===== src/rtl/yoda_pkg.sv =====
// ---------------------------------------------------------------------------
// yoda_pkg
// Shared geometry constants for the image/mask pipeline, the offset widths
// used by the masker, and the state encoding of the mask motion scheduler.
// No ports (package).
// ---------------------------------------------------------------------------
package yoda_pkg;

   localparam int IMG_ROWS  = 240;
   localparam int IMG_COLS  = 320;
   localparam int MASK_ROWS = 64;
   localparam int MASK_COLS = 64;

   localparam int ROW_W = 8;
   localparam int COL_W = 9;

   // Largest legal top-left offset of the mask on each axis
   localparam int MAX_R = IMG_ROWS - MASK_ROWS;
   localparam int MAX_C = IMG_COLS - MASK_COLS;

   typedef enum logic [1:0] {
      ST_WAIT_FRAME = 2'd0,
      ST_WAIT_BLANK = 2'd1,
      ST_CALC       = 2'd2,
      ST_COMMIT     = 2'd3
   } state_t;

endpackage


===== src/rtl/bounce_axis.sv =====
// ---------------------------------------------------------------------------
// bounce_axis
// Combinational next-position logic for one axis of the bouncing mask.
// Adds or subtracts the step from the current offset and reflects at the
// range limits 0 and MAX, flipping the direction when a limit is reached.
// Ports:
//   offset_i   W   current offset
//   dir_neg_i  1   current direction (0 = increasing, 1 = decreasing)
//   step_i     4   step magnitude
//   offset_o   W   next offset, always within 0..MAX
//   dir_neg_o  1   next direction
// ---------------------------------------------------------------------------
module bounce_axis
   import yoda_pkg::*;
#(
   parameter int W   = ROW_W,
   parameter int MAX = MAX_R
) (
   input  logic [W-1:0] offset_i,
   input  logic         dir_neg_i,
   input  logic [3:0]   step_i,
   output logic [W-1:0] offset_o,
   output logic         dir_neg_o
);

   localparam logic signed [W:0] MAX_S = (W+1)'(MAX);

   // One extra bit so that both overshoot past MAX and undershoot below 0
   // are representable before clamping.
   logic signed [W:0] off_s;
   logic signed [W:0] step_s;
   logic signed [W:0] sum;

   always_comb begin
      off_s     = $signed({1'b0, offset_i});
      step_s    = $signed({{(W-3){1'b0}}, step_i});
      sum       = dir_neg_i ? (off_s - step_s) : (off_s + step_s);
      offset_o  = sum[W-1:0];
      dir_neg_o = dir_neg_i;
      if (!dir_neg_i && (sum >= MAX_S)) begin
         // Landing exactly on MAX also reverses, so the mask never pauses there
         offset_o  = MAX_S[W-1:0];
         dir_neg_o = 1'b1;
      end else if (dir_neg_i && (sum[W] || (sum == '0))) begin
         offset_o  = '0;
         dir_neg_o = 1'b0;
      end
   end

endmodule


===== src/rtl/mask_motion_scheduler.sv =====
// ---------------------------------------------------------------------------
// mask_motion_scheduler
// Drives the masker's row/col offsets so the mask sweeps and bounces across
// the image. A new offset is committed only once a frame transfer has
// completed and the VGA side then enters vertical blanking, so the frame
// buffer is never read with a half-moved mask.
// Ports:
//   clk              1   pixel-domain clock
//   rst              1   synchronous active-high reset
//   enable           1   1 = motion running, 0 = hold offsets
//   frame_done       1   pulse: last pixel of a frame written
//   v_free           1   vertical blanking level (already in clk domain)
//   step_row         4   row step per move
//   step_col         4   col step per move
//   mask_row_offset  8   registered row offset
//   mask_col_offset  9   registered col offset
//   offset_update    1   pulse in the cycle the offsets are (re)loaded
//   frame_count      16  committed-frame counter, wrapping
// ---------------------------------------------------------------------------
module mask_motion_scheduler
   import yoda_pkg::*;
#(
   parameter int FRAMES_PER_STEP = 4
) (
   input  logic             clk,
   input  logic             rst,
   input  logic             enable,
   input  logic             frame_done,
   input  logic             v_free,
   input  logic [3:0]       step_row,
   input  logic [3:0]       step_col,
   output logic [ROW_W-1:0] mask_row_offset,
   output logic [COL_W-1:0] mask_col_offset,
   output logic             offset_update,
   output logic [15:0]      frame_count
);

   localparam int CNT_W = (FRAMES_PER_STEP > 1) ? $clog2(FRAMES_PER_STEP) : 1;
   localparam logic [CNT_W-1:0] STEP_LAST = CNT_W'(FRAMES_PER_STEP - 1);

   state_t           state_q;
   logic             v_free_q;
   logic [ROW_W-1:0] row_q, row_hold_q;
   logic [COL_W-1:0] col_q, col_hold_q;
   logic             row_dir_q, row_dir_hold_q;
   logic             col_dir_q, col_dir_hold_q;
   logic             calc_en_q;
   logic [CNT_W-1:0] step_cnt_q;
   logic [15:0]      frame_cnt_q;
   logic             offset_update_q;

   logic [ROW_W-1:0] row_d;
   logic [COL_W-1:0] col_d;
   logic             row_dir_d, col_dir_d;
   logic             move_d;

   bounce_axis #(.W(ROW_W), .MAX(MAX_R)) u_row_axis (
      .offset_i  (row_q),
      .dir_neg_i (row_dir_q),
      .step_i    (step_row),
      .offset_o  (row_d),
      .dir_neg_o (row_dir_d)
   );

   bounce_axis #(.W(COL_W), .MAX(MAX_C)) u_col_axis (
      .offset_i  (col_q),
      .dir_neg_i (col_dir_q),
      .step_i    (step_col),
      .offset_o  (col_d),
      .dir_neg_o (col_dir_d)
   );

   assign move_d = enable && (step_cnt_q == STEP_LAST);

   always_ff @(posedge clk) begin
      if (rst) begin
         state_q         <= ST_WAIT_FRAME;
         v_free_q        <= 1'b0;
         row_q           <= '0;
         col_q           <= '0;
         row_dir_q       <= 1'b0;
         col_dir_q       <= 1'b0;
         row_hold_q      <= '0;
         col_hold_q      <= '0;
         row_dir_hold_q  <= 1'b0;
         col_dir_hold_q  <= 1'b0;
         calc_en_q       <= 1'b0;
         step_cnt_q      <= '0;
         frame_cnt_q     <= '0;
         offset_update_q <= 1'b0;
      end else begin
         // The edge detector runs in every state, so a blanking edge that
         // coincides with frame_done is consumed and not seen in WAIT_BLANK.
         v_free_q        <= v_free;
         offset_update_q <= 1'b0;
         case (state_q)
            ST_WAIT_FRAME: begin
               if (frame_done) state_q <= ST_WAIT_BLANK;
            end
            ST_WAIT_BLANK: begin
               if (v_free && !v_free_q) state_q <= ST_CALC;
            end
            ST_CALC: begin
               // enable is captured here so the commit that follows agrees
               // with the position that was computed.
               calc_en_q <= enable;
               if (move_d) begin
                  row_hold_q     <= row_d;
                  col_hold_q     <= col_d;
                  row_dir_hold_q <= row_dir_d;
                  col_dir_hold_q <= col_dir_d;
               end else begin
                  row_hold_q     <= row_q;
                  col_hold_q     <= col_q;
                  row_dir_hold_q <= row_dir_q;
                  col_dir_hold_q <= col_dir_q;
               end
               state_q <= ST_COMMIT;
            end
            ST_COMMIT: begin
               row_q           <= row_hold_q;
               col_q           <= col_hold_q;
               row_dir_q       <= row_dir_hold_q;
               col_dir_q       <= col_dir_hold_q;
               offset_update_q <= 1'b1;
               frame_cnt_q     <= frame_cnt_q + 16'd1;
               if (calc_en_q) begin
                  step_cnt_q <= (step_cnt_q == STEP_LAST) ? '0 : step_cnt_q + CNT_W'(1);
               end
               state_q <= ST_WAIT_FRAME;
            end
            default: state_q <= ST_WAIT_FRAME;
         endcase
      end
   end

   assign mask_row_offset = row_q;
   assign mask_col_offset = col_q;
   assign offset_update   = offset_update_q;
   assign frame_count     = frame_cnt_q;

endmodule

===== config.mk =====
export PLATFORM = sky130hd
export DESIGN_NAME = mask_motion_scheduler
export DESIGN_NICKNAME = d
export VERILOG_FILES = /design/src/rtl/yoda_pkg.sv /design/src/rtl/bounce_axis.sv /design/src/rtl/mask_motion_scheduler.sv
export SDC_FILE = /design/constraint.sdc
export NUM_CORES = 1
export LEC_CHECK = 0
export CORE_MARGIN = 2
export CORE_UTILIZATION = 53
export CTS_CLUSTER_SIZE = 14
export DETAILED_ROUTE_END_ITERATION = 10
export GPL_TIMING_DRIVEN = 0
export HOLD_SLACK_MARGIN = 0.1
export PLACE_DENSITY_LB_ADDON = 0.15
export SLEW_MARGIN = 25
export SYNTH_ARGS = -nofsm -noshare
export SYNTH_HDL_FRONTEND = slang
export SYNTH_SLANG_ARGS = --single-unit
export TNS_END_PERCENT = 1

===== constraint.sdc =====
create_clock -name clk -period 9.7 [get_ports clk]
set_input_delay 1.455 -clock clk [delete_from_list [all_inputs] [get_ports clk]]
set_output_delay 1.455 -clock clk [all_outputs]
set_load 0.02 [all_outputs]

Word-level counts from Yosys, hierarchy flattened
Cells that the tools add are included.
Word-level totals
  bits in registers: 61
  bits in latches: 0
  memory bits (writable): 0
  memory bits (read-only): 0
  input bits: 13
  logic and storage cells: 63
  memories kept: 0
Operators by class
  add/subtract/negate cells: 6
  $mul: 0
  div/mod/pow operators: 0
  order comparisons: 2
  equal/unequal tests: 6
  shift-type cells: 0
  muxes and demuxes: 19
  bitwise gates (word level): 0
  reduce and logical (&&, ||, !) cells: 16
Operator list (count)
  two-way mux 9 bit: 4
  two-way mux 8 bit: 3
  adder 16 x 1 -> 16 bit, second input constant: 1
  adder 9 x 4 -> 10 bit: 1
  >= comparator 10 bit, second input constant: 1
  zero test 10 bit: 1
  two-way mux 10 bit: 1
  subtractor 9 x 4 -> 10 bit: 1
  adder 8 x 4 -> 9 bit: 1
  >= comparator 9 bit, second input constant: 1
  zero test 9 bit: 1
  subtractor 8 x 4 -> 9 bit: 1
  one-hot mux 2 bit (4 select lines): 1
  two-way mux 1 bit: 7
  == test 2 bit, second input constant: 3
  logical AND 1 bit: 6
  two-way mux 2 bit: 3
  inequality test 2 bit, second input constant: 2
  AND reduction 2 bit: 2
  zero test 1 bit: 3
  adder 2 x 1 -> 2 bit, second input constant: 1
  == test 2 x 1 -> 1 bit, second input constant: 1
  zero test 2 bit: 1
  logical OR 1 bit: 2

Longest topological paths before layout
Gate-level depths: netlist (run 1).
  depth in word-level cells: 8
  gate-level depth with buffers: 13
  gate-level depth less buffers: 12

Hierarchy
From an unflattened synthesis (run 1), not the netlist that was laid out.
Second synthesis, totals
  cells, all modules: 485
  area, all modules: 3982.6 µm²
By module, submodules not included
  mask_motion_scheduler: instances 1, cells an instance 287, area an instance 2558.7 µm², sequential area each 1221.2 µm²
  bounce_axis (u_row_axis): instances 1, cells an instance 108, area an instance 749.5 µm², sequential area each 0.0 µm²
  bounce_axis (u_col_axis): instances 1, cells an instance 90, area an instance 674.4 µm², sequential area each 0.0 µm²

Worst setup path before layout (run 1)
OpenSTA, ideal clock, no wires.
  path type: in2reg
  from: in step_col[0]
  to: reg col_hold_q[0]
  setup time: 0.086 ns
  arrival: 3.946 ns
  data required time: 9.614 ns
  setup slack: 5.669 ns
  stages on the path: 11
  path through: inv_1 > ha_1 > mux2_2 > fa_1 > nand2b_1 > a211oi_1 > mux2i_1 > a21oi_1 > o21ai_1 > a32oi_1 > a211oi_1
Between the ends
  cells in the longest elaborated chain, start to end: 8
Ends and longest elaborated chain
  start: declaration: RTL line mask_motion_scheduler.sv:31  | input logic [3:0] step_col,
  adder 9 x 4 -> 10 bit / subtractor 9 x 4 -> 10 bit (equally long branches): RTL line bounce_axis.sv:37  | sum = dir_neg_i ? (off_s - step_s) : (off_s + step_s);
  two-way mux 10 bit *: RTL line bounce_axis.sv:37
  parallel branches: the longest is 4 deep, another holds >= comparator 10 bit
  two-way mux 9 bit *: RTL line bounce_axis.sv:40  | if (!dir_neg_i && (sum >= MAX_S)) begin
  two-way mux 9 bit *: RTL line mask_motion_scheduler.sv:107  | if (move_d) begin
  end signal: assignment: RTL line mask_motion_scheduler.sv:109  | col_hold_q <= col_d;
  end signal: assignment: RTL line mask_motion_scheduler.sv:114  | col_hold_q <= col_q;
  end: declaration: RTL line mask_motion_scheduler.sv:44  | logic [COL_W-1:0] col_q, col_hold_q;
Mark *: on every way between the ends.
A chain may end at the register's enable or synchronous reset.

Worst setup path in the final report (run 1)
  from: in step_col[0]
  to: reg col_hold_q[7]
Same word-level chain as after synthesis.

==> results.tsv, run 1 <==
metric	value	unit
status	finished clean	
setup TNS	0	ns
die footprint	0.007843	sq mm
Core Rows	30	
Syn Area/Cell	8.555	sq um
Reg2Reg Setup Slack	6.08	ns
final WL	8.990	mm
gp weighted congestion	0.8881	
core area	0.006869	sq mm
largest net degree at the start of global routing	11	
Hold Path Class	flop to flop	
Synth warnings	0	
Port Buffers	45	
startpoint types	primary input	
CTS Buf Count	9	
post-route cell area	0.004601	sq mm
routed vias/inst	5.735	
CTS Hold Bufs	0	
RR Endpoint	col_hold_q[7]$_SDFFE_PP0P_	
final setup fails	0	
r2r startpoint	col_dir_q$_SDFFE_PP0P_	
htree depth	3	
Flop pwr share	39.6	%
CTS-repair resized insts	0	
Max transition margin	40.03	%
Chip Width	88.56	microns
Tcrit/Tclk final	48.91	%
critical-path maximum fanout	8	
# fillers	588	
Mapped Cells	443	
synthesized cell area	0.003790	sq mm
initial antenna violation count	0	
DPL Wire Length	6.818	mm
crit path kind	primary input to flop	
clock-pin transition on the worst setup and hold timing paths	0.06	ns
clock power share	36.1	%
fin. max-slew vios	0	
distinct cell type count after synthesis	65	
first-pass GRT wire length	14.95	mm
CP arrival	4.98	ns
CTS max path bufs	2	
most frequent cells in the layout	nor2_1, dfxtp_1, clkdlybuf4s50_1	
vias in the first global route	3156	
Seq cells post-synth	61	
GRT Resource Usage Total	24.31	%
GRT overflow	0	
Async SR Flop Fraction	0	%
Seq/Total Area, Yosys	32.22	%
post-CTS setup buffer count	0	
multi-input logic area	0.002406	sq mm
# diodes	0	
Clock Latency Late Sink	0.33	ns
CTS Root Buffer Type	clkbuf_8	
clk_skew	0.008257	ns
critical path required time	9.94	ns
final core occ	66.98	%
fin nets	541	
Synthesized Nets	485	
Die Ht	88.56	microns
Switching Share	29.56	%
sink of the worst hold path	step_cnt_q[1]$_SDFFE_PP0P_	
commonest non-fill, non-tap cell in the layout	nor2_1	
MaxCap Viol Count	0	
VDD IR max	0.09374	mV
Slew @ Worst Pin	0.8914	ns
P&R area growth vs syn	21.39	%
Final Power	0.0007624	W
leakage power	1.764	nW
hold path depth	2	
CTS tree	done	
Synth Flop Type	dfxtp_1	
Initial Util	55.17	%
share of cells above drive strength 1	6.746	%
Fin Hold WS	0.4747	ns
via count	3441	
Routed wire per std cell	14.98	microns
Antenna Nets Post-Route	0	
Final Hold Fails	0	
DP Area	0.004360	sq mm
CP endpoint kind	flop	
Net Switching	0.0002254	W
DRC violation count after routing	0	
Max Freq	210.8	MHz
EDFF count, synth	0	
I/O pin count	47	
fin crit period	4.744	ns
storage element area	0.001221	sq mm
P_int	0.0005371	W
total clock sinks	61	
worst r2r path cells	10	
RSZ-0062 raised after global routing	no	
pwr dens	165.7	mW/mm^2
number of DRC violations after detailed-routing iteration 0	218	
Pre-antenna DRT Iters	5	
hold path startpoint	step_cnt_q[1]$_SDFFE_PP0P_	
Gate power share	24.3	%
Yosys cell counts, types with 5 or more instances:
master | instances | area share [%]
nand2b_1 | 5 | 0.83
nor3_1 | 14 | 1.8
xor2_1 | 15 | 3.5
nor2_1 | 75 | 7.4
nand3b_1 | 5 | 0.99
and3_1 | 6 | 0.99
nor2b_1 | 6 | 0.99
nand2_1 | 20 | 2.0
clkbuf_1 | 16 | 1.6
a32oi_1 | 6 | 1.4
inv_1 | 19 | 1.9
ha_1 | 27 | 8.9
a211oi_1 | 13 | 2.6
a21oi_1 | 23 | 3.0
mux2i_1 | 26 | 6.9
nand3_1 | 10 | 1.3
dfxtp_1 | 61 | 32
xnor2_1 | 11 | 2.5
worst max-delay path: stages:
cell and delay (ns):
clkdlybuf4s50_1 0.53, inv_1 0.06, ha_1 0.28, mux2_2 0.29, fa_1 0.42, nand2b_1 0.20
a211oi_1 0.29, mux2i_1 0.35, a21oi_1 0.11, o21ai_1 0.53, a32oi_1 0.21, a211oi_1 0.28
final cells by class:
class	instances	share of cell area [%]
plain buffers	22	1.985
clock inverters	4	2.067
inverters	19	1.550
clock buffers	12	3.155
multi-input cells	341	52.30
flip-flops and latches	61	26.54
well taps	96	2.611
repair buffers	45	9.791
per-layer routing:
layer	global-route usage, %	part of all wire [%]
met1	32.55	47
met2	40.46	48
met3	4.104	4.2
met4	7.025	1.2
met5	0	0
kinds of logic after synthesis:
group           synth area share (%)
compound gates                 18.29
simple gates                   22.05
mux                            7.164
flops                          32.22
fa+ha+maj                      9.970
buf+inv                        4.292
xor+xnor                       6.009
metrics by stage:
step                setup WS, ns  std cells
floorplan                  5.669        443
global placement           4.774        584
global route               4.736        600
CTS                        5.018        600
finish                     4.956        600
detailed placement         4.691        584
how the worst max path moves through the flow:
| stage | to | startpoint | slack, ns | depth (start not counted) |
|---|---|---|---|---|
| 6_report | col_hold_q[7]$_SDFFE_PP0P_ | step_col[0] | 4.96 | 12 |
| 5_1_grt | col_hold_q[6]$_SDFFE_PP0P_ | step_col[0] | 4.74 | 11 |
| 4_1_cts | col_hold_q[7]$_SDFFE_PP0P_ | step_col[0] | 5.02 | 12 |
| 3_5_place_dp | col_hold_q[7]$_SDFFE_PP0P_ | step_col[0] | 4.69 | 12 |
| 3_3_place_gp | col_hold_q[6]$_SDFFE_PP0P_ | step_col[0] | 4.77 | 12 |
| 2_1_floorplan | col_hold_q[0]$_SDFFE_PP0P_ | step_col[0] | 5.67 | 11 |
state kept, by name, indices dropped and copies added (netlist names):
register         cells
calc_en_q            1
col_dir_hold_q       1
col_dir_q            1
col_hold_q           9
frame_count         16
mask_col_offset      9
mask_row_offset      8
offset_update        1
row_dir_hold_q       1
row_dir_q            1
row_hold_q           8
state_q              2
step_cnt_q           2
v_free_q             1
power by group through the flow:
stage | combinational (W) | sequential (W) | clock [W]
2_1_floorplan | 0.000137 | 0.000304 | 0
3_3_place_gp | 0.000177 | 0.000305 | 0
3_5_place_dp | 0.000182 | 0.000307 | 0
4_1_cts | 0.000184 | 0.000301 | 0.000278
5_1_grt | 0.000206 | 0.000306 | 0.000291
6_report | 0.000186 | 0.000302 | 0.000275
(Power assumes the default switching activity.)
==> run 2: changes to the inputs <==
==> constraint.sdc (replaced) <==
create_clock -name clk -period 4.61 [get_ports clk]
set_input_delay 0.6915 -clock clk [delete_from_list [all_inputs] [get_ports clk]]
set_output_delay 0.6915 -clock clk [all_outputs]
set_load 0.02 [all_outputs]
==> results of run 2 <==
Same layout as run 1 (identical final DEF). Status: finished clean.
Among the figures that moved: setup slack after placement 4.691 ns -> 0.3645 ns; setup slack after layout 4.956 ns -> 0.6295 ns; register-to-register setup slack 6.08 ns -> 0.99 ns; total power 0.0007624 W -> 0.001604 W; worst IR drop on VDD 0.09374 mV -> 0.1972 mV
